File: config.mk
export PLATFORM = sky130hd
export DESIGN_NAME = osd_stm_mc
export DESIGN_NICKNAME = d
export VERILOG_FILES = /design/src/rtl/osd_stm_mc.sv
export SDC_FILE = /design/constraint.sdc
export NUM_CORES = 2
export LEC_CHECK = 0
export CORE_UTILIZATION = 45
export DETAILED_ROUTE_END_ITERATION = 6
export PLACE_DENSITY = 0.58
export SYNTH_ARGS = -nofsm -noshare
export SYNTH_HDL_FRONTEND = slang
export SYNTH_SLANG_ARGS = --single-unit
File: constraint.sdc
create_clock -name clk -period 36.3 [get_ports clk]
set_clock_uncertainty 0.15 [all_clocks]
set_input_delay 7.26 -clock clk [delete_from_list [all_inputs] [get_ports clk]]
set_output_delay 7.26 -clock clk [all_outputs]
set_load 0.005 [all_outputs]
File: src/rtl/osd_stm_mc.sv
`timescale 1ns/1ps
`default_nettype none
// ============================================================================
// osd_stm_mc : multi-channel software-trace capture, round-robin into event FIFO
// Revision   : 1.0
// ============================================================================
module osd_stm_mc #(
  parameter int XLEN     = 64,
  parameter int NCH      = 4,
  parameter int DEPTH    = 16,
  parameter int TS_WIDTH = 32,
  localparam int CHW     = (NCH > 1) ? $clog2(NCH) : 1,
  localparam int AW      = $clog2(DEPTH)
) (
  input  logic                  clk,
  input  logic                  rst_n,
  input  logic                  enable,
  input  logic [NCH-1:0]        ch_enable,
  input  logic [NCH-1:0]        trace_valid,
  input  logic [NCH*16-1:0]     trace_id,
  input  logic [NCH*XLEN-1:0]   trace_value,
  output logic                  ev_valid,
  input  logic                  ev_ready,
  output logic [CHW-1:0]        ev_channel,
  output logic [TS_WIDTH-1:0]   ev_timestamp,
  output logic [15:0]           ev_id,
  output logic [XLEN-1:0]       ev_value,
  output logic [15:0]           ev_lost,
  output logic [AW:0]           fifo_fill
);

  logic [TS_WIDTH-1:0] ts_cnt;

  logic [NCH-1:0]      slot_full;
  logic [TS_WIDTH-1:0] slot_ts   [NCH];
  logic [15:0]         slot_id   [NCH];
  logic [XLEN-1:0]     slot_val  [NCH];
  logic [15:0]         slot_lost [NCH];
  logic [15:0]         lost_cnt  [NCH];

  logic [NCH-1:0]      cap;
  logic [NCH-1:0]      leave;
  logic [NCH-1:0]      load;

  logic [CHW-1:0]      rr_ptr;
  logic [CHW-1:0]      gnt_idx;
  logic [CHW-1:0]      rr_next;
  logic                gnt;
  logic                pop;
  logic                push_ok;

  logic [CHW-1:0]      mem_ch   [DEPTH];
  logic [TS_WIDTH-1:0] mem_ts   [DEPTH];
  logic [15:0]         mem_id   [DEPTH];
  logic [XLEN-1:0]     mem_val  [DEPTH];
  logic [15:0]         mem_lost [DEPTH];
  logic [AW-1:0]       wr_ptr;
  logic [AW-1:0]       rd_ptr;
  logic [AW:0]         fill_q;

  assign ev_valid = (fill_q != '0);
  assign pop      = ev_valid & ev_ready;
  assign push_ok  = (fill_q < (AW+1)'(DEPTH)) | pop;

  // A slot being granted this cycle can accept a new capture in the same cycle.
  generate
    for (genvar c = 0; c < NCH; c++) begin : g_ch
      assign cap[c]   = trace_valid[c] & ch_enable[c] & enable;
      assign leave[c] = gnt & (gnt_idx == CHW'(c));
      assign load[c]  = cap[c] & (~slot_full[c] | leave[c]);
    end
  endgenerate

  // Scan downward so the lowest offset from rr_ptr wins the final assignment.
  always_comb begin
    logic [CHW:0] sum;
    logic [CHW-1:0] idx;
    sum     = '0;
    idx     = '0;
    gnt     = 1'b0;
    gnt_idx = '0;
    for (int i = NCH - 1; i >= 0; i--) begin
      sum = {1'b0, rr_ptr} + (CHW+1)'(i);
      if (sum >= (CHW+1)'(NCH)) begin
        sum = sum - (CHW+1)'(NCH);
      end
      idx = sum[CHW-1:0];
      if (push_ok && slot_full[idx]) begin
        gnt     = 1'b1;
        gnt_idx = idx;
      end
    end
  end

  always_comb begin
    rr_next = rr_ptr;
    if (gnt) begin
      rr_next = (gnt_idx == CHW'(NCH - 1)) ? '0 : gnt_idx + 1'b1;
    end
  end

  always_ff @(posedge clk) begin
    if (!rst_n) begin
      ts_cnt <= '0;
      rr_ptr <= '0;
      for (int c = 0; c < NCH; c++) begin
        slot_full[c] <= 1'b0;
        slot_ts[c]   <= '0;
        slot_id[c]   <= '0;
        slot_val[c]  <= '0;
        slot_lost[c] <= '0;
        lost_cnt[c]  <= '0;
      end
    end else begin
      ts_cnt <= ts_cnt + 1'b1;
      rr_ptr <= rr_next;
      for (int c = 0; c < NCH; c++) begin
        if (load[c]) begin
          slot_full[c] <= 1'b1;
          slot_ts[c]   <= ts_cnt;
          slot_id[c]   <= trace_id[16*c +: 16];
          slot_val[c]  <= trace_value[XLEN*c +: XLEN];
          slot_lost[c] <= lost_cnt[c];
          lost_cnt[c]  <= '0;
        end else begin
          if (leave[c]) begin
            slot_full[c] <= 1'b0;
          end
          if (cap[c] && (lost_cnt[c] != 16'hFFFF)) begin
            lost_cnt[c] <= lost_cnt[c] + 16'd1;
          end
        end
      end
    end
  end

  // Storage needs no reset: head fields are masked while the FIFO is empty.
  always_ff @(posedge clk) begin
    if (gnt) begin
      mem_ch[wr_ptr]   <= gnt_idx;
      mem_ts[wr_ptr]   <= slot_ts[gnt_idx];
      mem_id[wr_ptr]   <= slot_id[gnt_idx];
      mem_val[wr_ptr]  <= slot_val[gnt_idx];
      mem_lost[wr_ptr] <= slot_lost[gnt_idx];
    end
  end

  always_ff @(posedge clk) begin
    if (!rst_n) begin
      wr_ptr <= '0;
      rd_ptr <= '0;
      fill_q <= '0;
    end else begin
      if (gnt) begin
        wr_ptr <= wr_ptr + 1'b1;
      end
      if (pop) begin
        rd_ptr <= rd_ptr + 1'b1;
      end
      case ({gnt, pop})
        2'b10:   fill_q <= fill_q + 1'b1;
        2'b01:   fill_q <= fill_q - 1'b1;
        default: fill_q <= fill_q;
      endcase
    end
  end

  assign ev_channel   = ev_valid ? mem_ch[rd_ptr]   : '0;
  assign ev_timestamp = ev_valid ? mem_ts[rd_ptr]   : '0;
  assign ev_id        = ev_valid ? mem_id[rd_ptr]   : '0;
  assign ev_value     = ev_valid ? mem_val[rd_ptr]  : '0;
  assign ev_lost      = ev_valid ? mem_lost[rd_ptr] : '0;
  assign fifo_fill    = fill_q;

endmodule
`default_nettype wire
### Yosys cells after proc, flatten, opt, wreduce, memory -nomap -nowiden

Memories as Yosys holds them, arrays and structs flattened. A register that Yosys moved wholly into a read port is not among the register bits.
Cells that the tools add are included.

| storage, ports and cells | value |
|---|---|
| memories kept | 10 |
| flip-flop bits (word level) | 51 |
| RAM bits | 2656 |

Memories:

| memory | words | bits a word | rd ports | clocked after Yosys merged registers in | wr ports | RTL line | text |
|---|---|---|---|---|---|---|---|
| mem_val | 16 | 64 | 1 | 1 | 1 | 55 | `logic [XLEN-1:0] mem_val [DEPTH];` |
| mem_ts | 16 | 32 | 1 | 1 | 1 | 53 | `logic [TS_WIDTH-1:0] mem_ts [DEPTH];` |
| mem_id | 16 | 16 | 1 | 1 | 1 | 54 | `logic [15:0] mem_id [DEPTH];` |
| mem_lost | 16 | 16 | 1 | 1 | 1 | 56 | `logic [15:0] mem_lost [DEPTH];` |
| slot_val | 4 | 64 | 1 | 0 | 4 | 37 | `logic [XLEN-1:0] slot_val [NCH];` |
| slot_ts | 4 | 32 | 1 | 0 | 4 | 35 | `logic [TS_WIDTH-1:0] slot_ts [NCH];` |
| +4 memories | -- | -- | -- | -- | -- | -- |  |

| cells by class | value |
|---|---|
| equality and inequality tests | 9 |
| reduce and logical (&&, ||, !) cells | 15 |
| $lt $le $gt $ge | 9 |
| multiplexer cells | 100 |
| $add $sub $neg | 17 |
| bitwise logic cells | 50 |

Operators by type and width:

| operator | number |
|---|---|
| 64-bit two-way mux | 5 |
| 16-bit two-way mux | 18 |
| 32-bit two-way mux | 5 |
| 16-bit by 1-bit adder with 16-bit output, second input constant | 4 |
| 16-bit != test, second input constant | 4 |
| 1-bit two-way mux | 47 |
| 4-bit two-way mux | 10 |
| 32-bit by 1-bit adder with 32-bit output, second input constant | 1 |
| 1-bit OR | 29 |
| 2-bit two-way mux | 10 |
| 1-bit AND | 17 |
| 2-bit by 3-bit less-than comparator with 1-bit output, second input constant | 4 |
| 5-bit one-hot mux with 2 select lines | 1 |
| 2-bit nonzero test | 5 |
| 3-bit greater-or-equal comparator, second input constant | 3 |
| 4-bit by 1-bit adder with 4-bit output, second input constant | 2 |
| 1-bit binary-select mux with 2-bit select | 4 |
| 1-bit logical AND | 8 |
| 2-bit by 1-bit subtractor with 2-bit output, second input constant | 4 |
| 2-bit by 2-bit adder with 3-bit output, second input constant | 2 |
| 2-bit equality test, second input constant | 3 |
| 5-bit by 1-bit adder with 5-bit output, second input constant | 1 |
| 5-bit less-than comparator, second input constant | 1 |
| 5-bit nonzero test | 1 |
| 7 further kinds | 11 |

### Longest topological paths before layout

| depth | value |
|---|---|
| depth in word-level cells | 19 |
| mapped depth | 13 |

### Worst setup path after synthesis

No wires, ideal clock.

| path | value |
|---|---|
| path kind | in2reg |
| start | input ev_ready |
| end | memory mem_ch[3][0] (netlist name) (enable) |
| stages on the path | 4 |
| arrival | 16.760 ns |
| slack | 18.613 ns |
| required time | 35.372 ns |
| cell sequence | nor2b_1 a21oi_1 nand2_1 nor3_1 |

| between the ends | value |
|---|---|
| longest elaborated chain between the ends | 9 |

Ends and longest elaborated chain:

| item | RTL line | text |
|---|---|---|
| start: declaration | 23 | `input logic ev_ready,` |
| 1-bit AND * | 62 | `assign pop = ev_valid & ev_ready;` |
| 1-bit OR * | 63 | `assign push_ok = (fill_q < (AW+1)'(DEPTH)) \| pop;` |
| 1-bit logical AND | 88 | `if (push_ok && slot_full[idx]) begin` |
| 1-bit two-way mux (3 in series) | 88 |  |
| 1-bit two-way mux * | 88 |  |
| 1-bit two-way mux * | 139 | `if (gnt) begin` |
| 1-bit two-way mux (not written as such) * | 140 | `mem_ch[wr_ptr] <= gnt_idx;` |
| end: declaration | 52 | `logic [CHW-1:0] mem_ch [DEPTH];` |

Every way passes the cells marked *; elsewhere a longest branch is shown, timed or not.

==> impl_metrics.env <==
export IMPL_outcome="finished with violations"
export IMPL_violations="design-rule violations"
export IMPL_power_share_sequential_pct=44.3
export IMPL_ys_ff_latch=2711
export IMPL_synth_area_um2=108000
export IMPL_drt_pass1_iter_count=7
export IMPL_cp_start_kind="flop"
export IMPL_cts_tree="done"
export IMPL_synth_compound_area_share_pct=2.61
export IMPL_yosys_top_cells_area="edfxtp_1 74%, mux4_2 14%, nand2_1 2.0%"
export IMPL_layout_min_cycle_time_ns=13.58
export IMPL_path_max_fanout=138
export IMPL_final_layout_size_suffix_gt1_share_pct=19.5
export IMPL_io_buffers=467
export IMPL_hp_start="ts_cnt[0]"
export IMPL_synth_seq_area_share_pct=75.0
export IMPL_cts_buffer_depth=4
export IMPL_powerDensity_nw_per_um2=69.1
export IMPL_setup_tns_ns=0
export IMPL_whs_ns=0.345
export IMPL_die_area_um2=241000
export IMPL_pwr_share_clk_pct=33.1
export IMPL_row_count=179
export IMPL_syn_instance_count=5704
export IMPL_routed_wl_mm=290
export IMPL_grt_pass1_wl_mm=415
export IMPL_yosysTopAreaCell="edfxtp_1"
export IMPL_synth_simple_gate_area_share_pct=6.28
export IMPL_synth_common_cells="2,656 x edfxtp_1, 651 x mux4_2, 562 x nand2_1"
export IMPL_swShare_pct=26.7
export IMPL_timing_max_transition_violations_final=0
export IMPL_viasPerCell=5.91
export IMPL_p_leak_nw=40.0
export IMPL_drv_cap=0
export IMPL_hold_path_class="reg -> reg"
export IMPL_synth_main_ff_cell="edfxtp_1"
export IMPL_grt_max_degree=156
export IMPL_routabilityCongestion=0.797
export IMPL_hpwl_mm=159
export IMPL_wl_per_cell_um=29.9
export IMPL_crit_arrival_ns=6.17
export IMPL_grt_overflow_total=0
export IMPL_crit_type="reg -> out"
export IMPL_die_h_um=491
export IMPL_synth_edf_count=2656
export IMPL_setup_viol=0
export IMPL_cts_root_buf="clkbuf_16"
export IMPL_design_area_um2=126000
export IMPL_yosysUniqueCellTypes=56
export IMPL_min_period_over_period_pct=37.4
export IMPL_initial_core_util_pct=45.3
export IMPL_synthXorXnorAreaFrac_pct=0.715
export IMPL_synth_top_family_by_area="multiplexers"
export IMPL_cts_inserted_buffers=302
export IMPL_yosysWarnings=0
export IMPL_cts_resized=0
export IMPL_yosysMostFrequentCell="edfxtp_1"
export IMPL_synth_fp_nets=6052
export IMPL_hold_viol=0
export IMPL_gr_usage_all_layers_pct=23.9
export IMPL_cts_sinks=2711
export IMPL_synth_mux_area_share_pct=13.7
export IMPL_rsz0062_at_grt="false"
export IMPL_slew_headroom_pct=9.61
export IMPL_rr_startpoint="slot_full[2]"
export IMPL_area_delta_synth_final_pct=16.7
export IMPL_grt_pass1_vias=57900
export IMPL_p_int_w=0.00636
export IMPL_finalNetCount=6630
export IMPL_core_area_um2=238000
export IMPL_cts_setup_buffers=0
export IMPL_max_slew_worst_pin_slew_ns=1.36
export IMPL_fmax_mhz=73.6
export IMPL_yosys_area_share_adder_pct=0.193
export IMPL_placed_area_um2=117000
export IMPL_synthArstFlopShare_pct=0
export IMPL_ant_nets=0
export IMPL_die_w_um=491
export IMPL_drt_initial_drc_count=5794
export IMPL_h_tree_depth=5
export IMPL_cp_data_required_time_ns=28.89
export IMPL_vdd_ir_drop_max_uv=71.0
export IMPL_io_pins=468
export IMPL_switchingPower_w=0.00232
export IMPL_clk_pin_slew_worst_paths_ns=0.06
export IMPL_antenna_found_initial=23
export IMPL_combPwrFrac_pct=22.6
export IMPL_synth_area_per_cell_um2=18.9
export IMPL_synth_top_area_share_pct=74.0
export IMPL_cts_hold_buf=0
export IMPL_dr_total_vias=57100
export IMPL_crit_path_end_kind="output port"
export IMPL_drcViolationCount=114
export IMPL_clk_insertion_delay_late_ns=0.92
## sequential cells by signal (all words and copies together) (netlist names), 64 cells and up, named ones only
register,count
slot_ts,128
slot_val,256
mem_lost,256
mem_val,1024
mem_ts,512
slot_lost,64
mem_id,256
lost_cnt,64
slot_id,64
## stage by stage
stage	util, %	worst slack [ns]	cells	power, W
4_1_cts	52.8	22.48	9645	0.00878
6_report	52.8	22.72	9671	0.00869
3_5_place_dp	48.9	23.48	9134	0.00592
3_3_place_gp	48.9	23.49	9134	0.00589
2_1_floorplan	-	18.61	5704	0.00504
5_1_grt	52.8	22.19	9669	0.00900
## layer usage
metal / GRT usage, % / vias to the layer above / routed length (um)
met5: 0 / - / 35
met4: 6.75 / 6 / 7470
met3: 3.01 / 425 / 17400
met2: 38.9 / 2081 / 142000
met1: 33.9 / 30600 / 123000
li1: - / 24000 / -
## cell families (layout without fill, tap and decap cells)
kind of cell | count (synthesis) | after routing
fa+ha+maj | 16 | 16
other cells | 0 | 15
mux | 656 | 656
compound gates | 445 | 445
buf+inv | 396 | 1181
flops | 2711 | 2711
xor+xnor | 88 | 88
simple gates | 1392 | 1392
## final timing paths
check / end / slack [ns] / depth (start not counted)
worst max-delay path: ev_value[6] / 22.72 / 7
worst min register to register: ts_cnt[0] / 0.34 / 1
worst min-delay path: ts_cnt[0] / 0.34 / 1
worst max register to register: mem_val[1][53] / 30.50 / 8
## power by group through the flow
stage | combinational, W | clock, W | sequential, W
2_1_floorplan | 0.00114 | 0 | 0.00390
3_3_place_gp | 0.00198 | 0 | 0.00391
3_5_place_dp | 0.00200 | 0 | 0.00392
4_1_cts | 0.00201 | 0.00292 | 0.00385
5_1_grt | 0.00210 | 0.00303 | 0.00386
6_report | 0.00196 | 0.00288 | 0.00385
## cell type report
type | count | area [um^2]
tap | 3167 | 3960
clock buffer | 385 | 8140
fill | 18800 | 112000
inverter | 20 | 82.6
clock inverter | 126 | 1010
multi-input combinational | 2597 | 25500
timing repair buffer | 650 | 6190
sequential | 2711 | 80900
antenna | 15 | 37.5
## critical path, stage by stage (launching register included)
cell and delay (ns):
dfxtp_4 1.00, buf_12 0.67, buf_4 0.79, buf_4 0.88
mux4_2 0.42, mux4_2 0.54, and2_1 0.20, clkdlybuf4s50_1 0.45
## cell usage in the layout (no fill, tap or decap), types with 5 or more instances in the layout
master           count
nor2_1             175
clkinv_2            38
xnor2_1             37
ha_1                15
clkinv_1            60
a32oi_1            127
nand4_1             25
clkbuf_8            10
nand2b_1             7
and4_1               8
nor2b_1              8
and3_1             111
diode_2             15
nor2_4              13
nand2_1            559
buf_4              171
mux4_2             651
clkbuf_1            65
clkdlybuf4s50_1    466
nor3b_1             33
dfxtp_1             50
dfxtp_4              5
bufinv_16           16
o21ai_0              9
and2_1             325
nand3_1             75
clkbuf_16          310
nor3_1              32
xor2_1              51
a21oi_1            273
edfxtp_1          2656
buf_12              12
inv_1               17
Power figures use the tool's default switching activity.
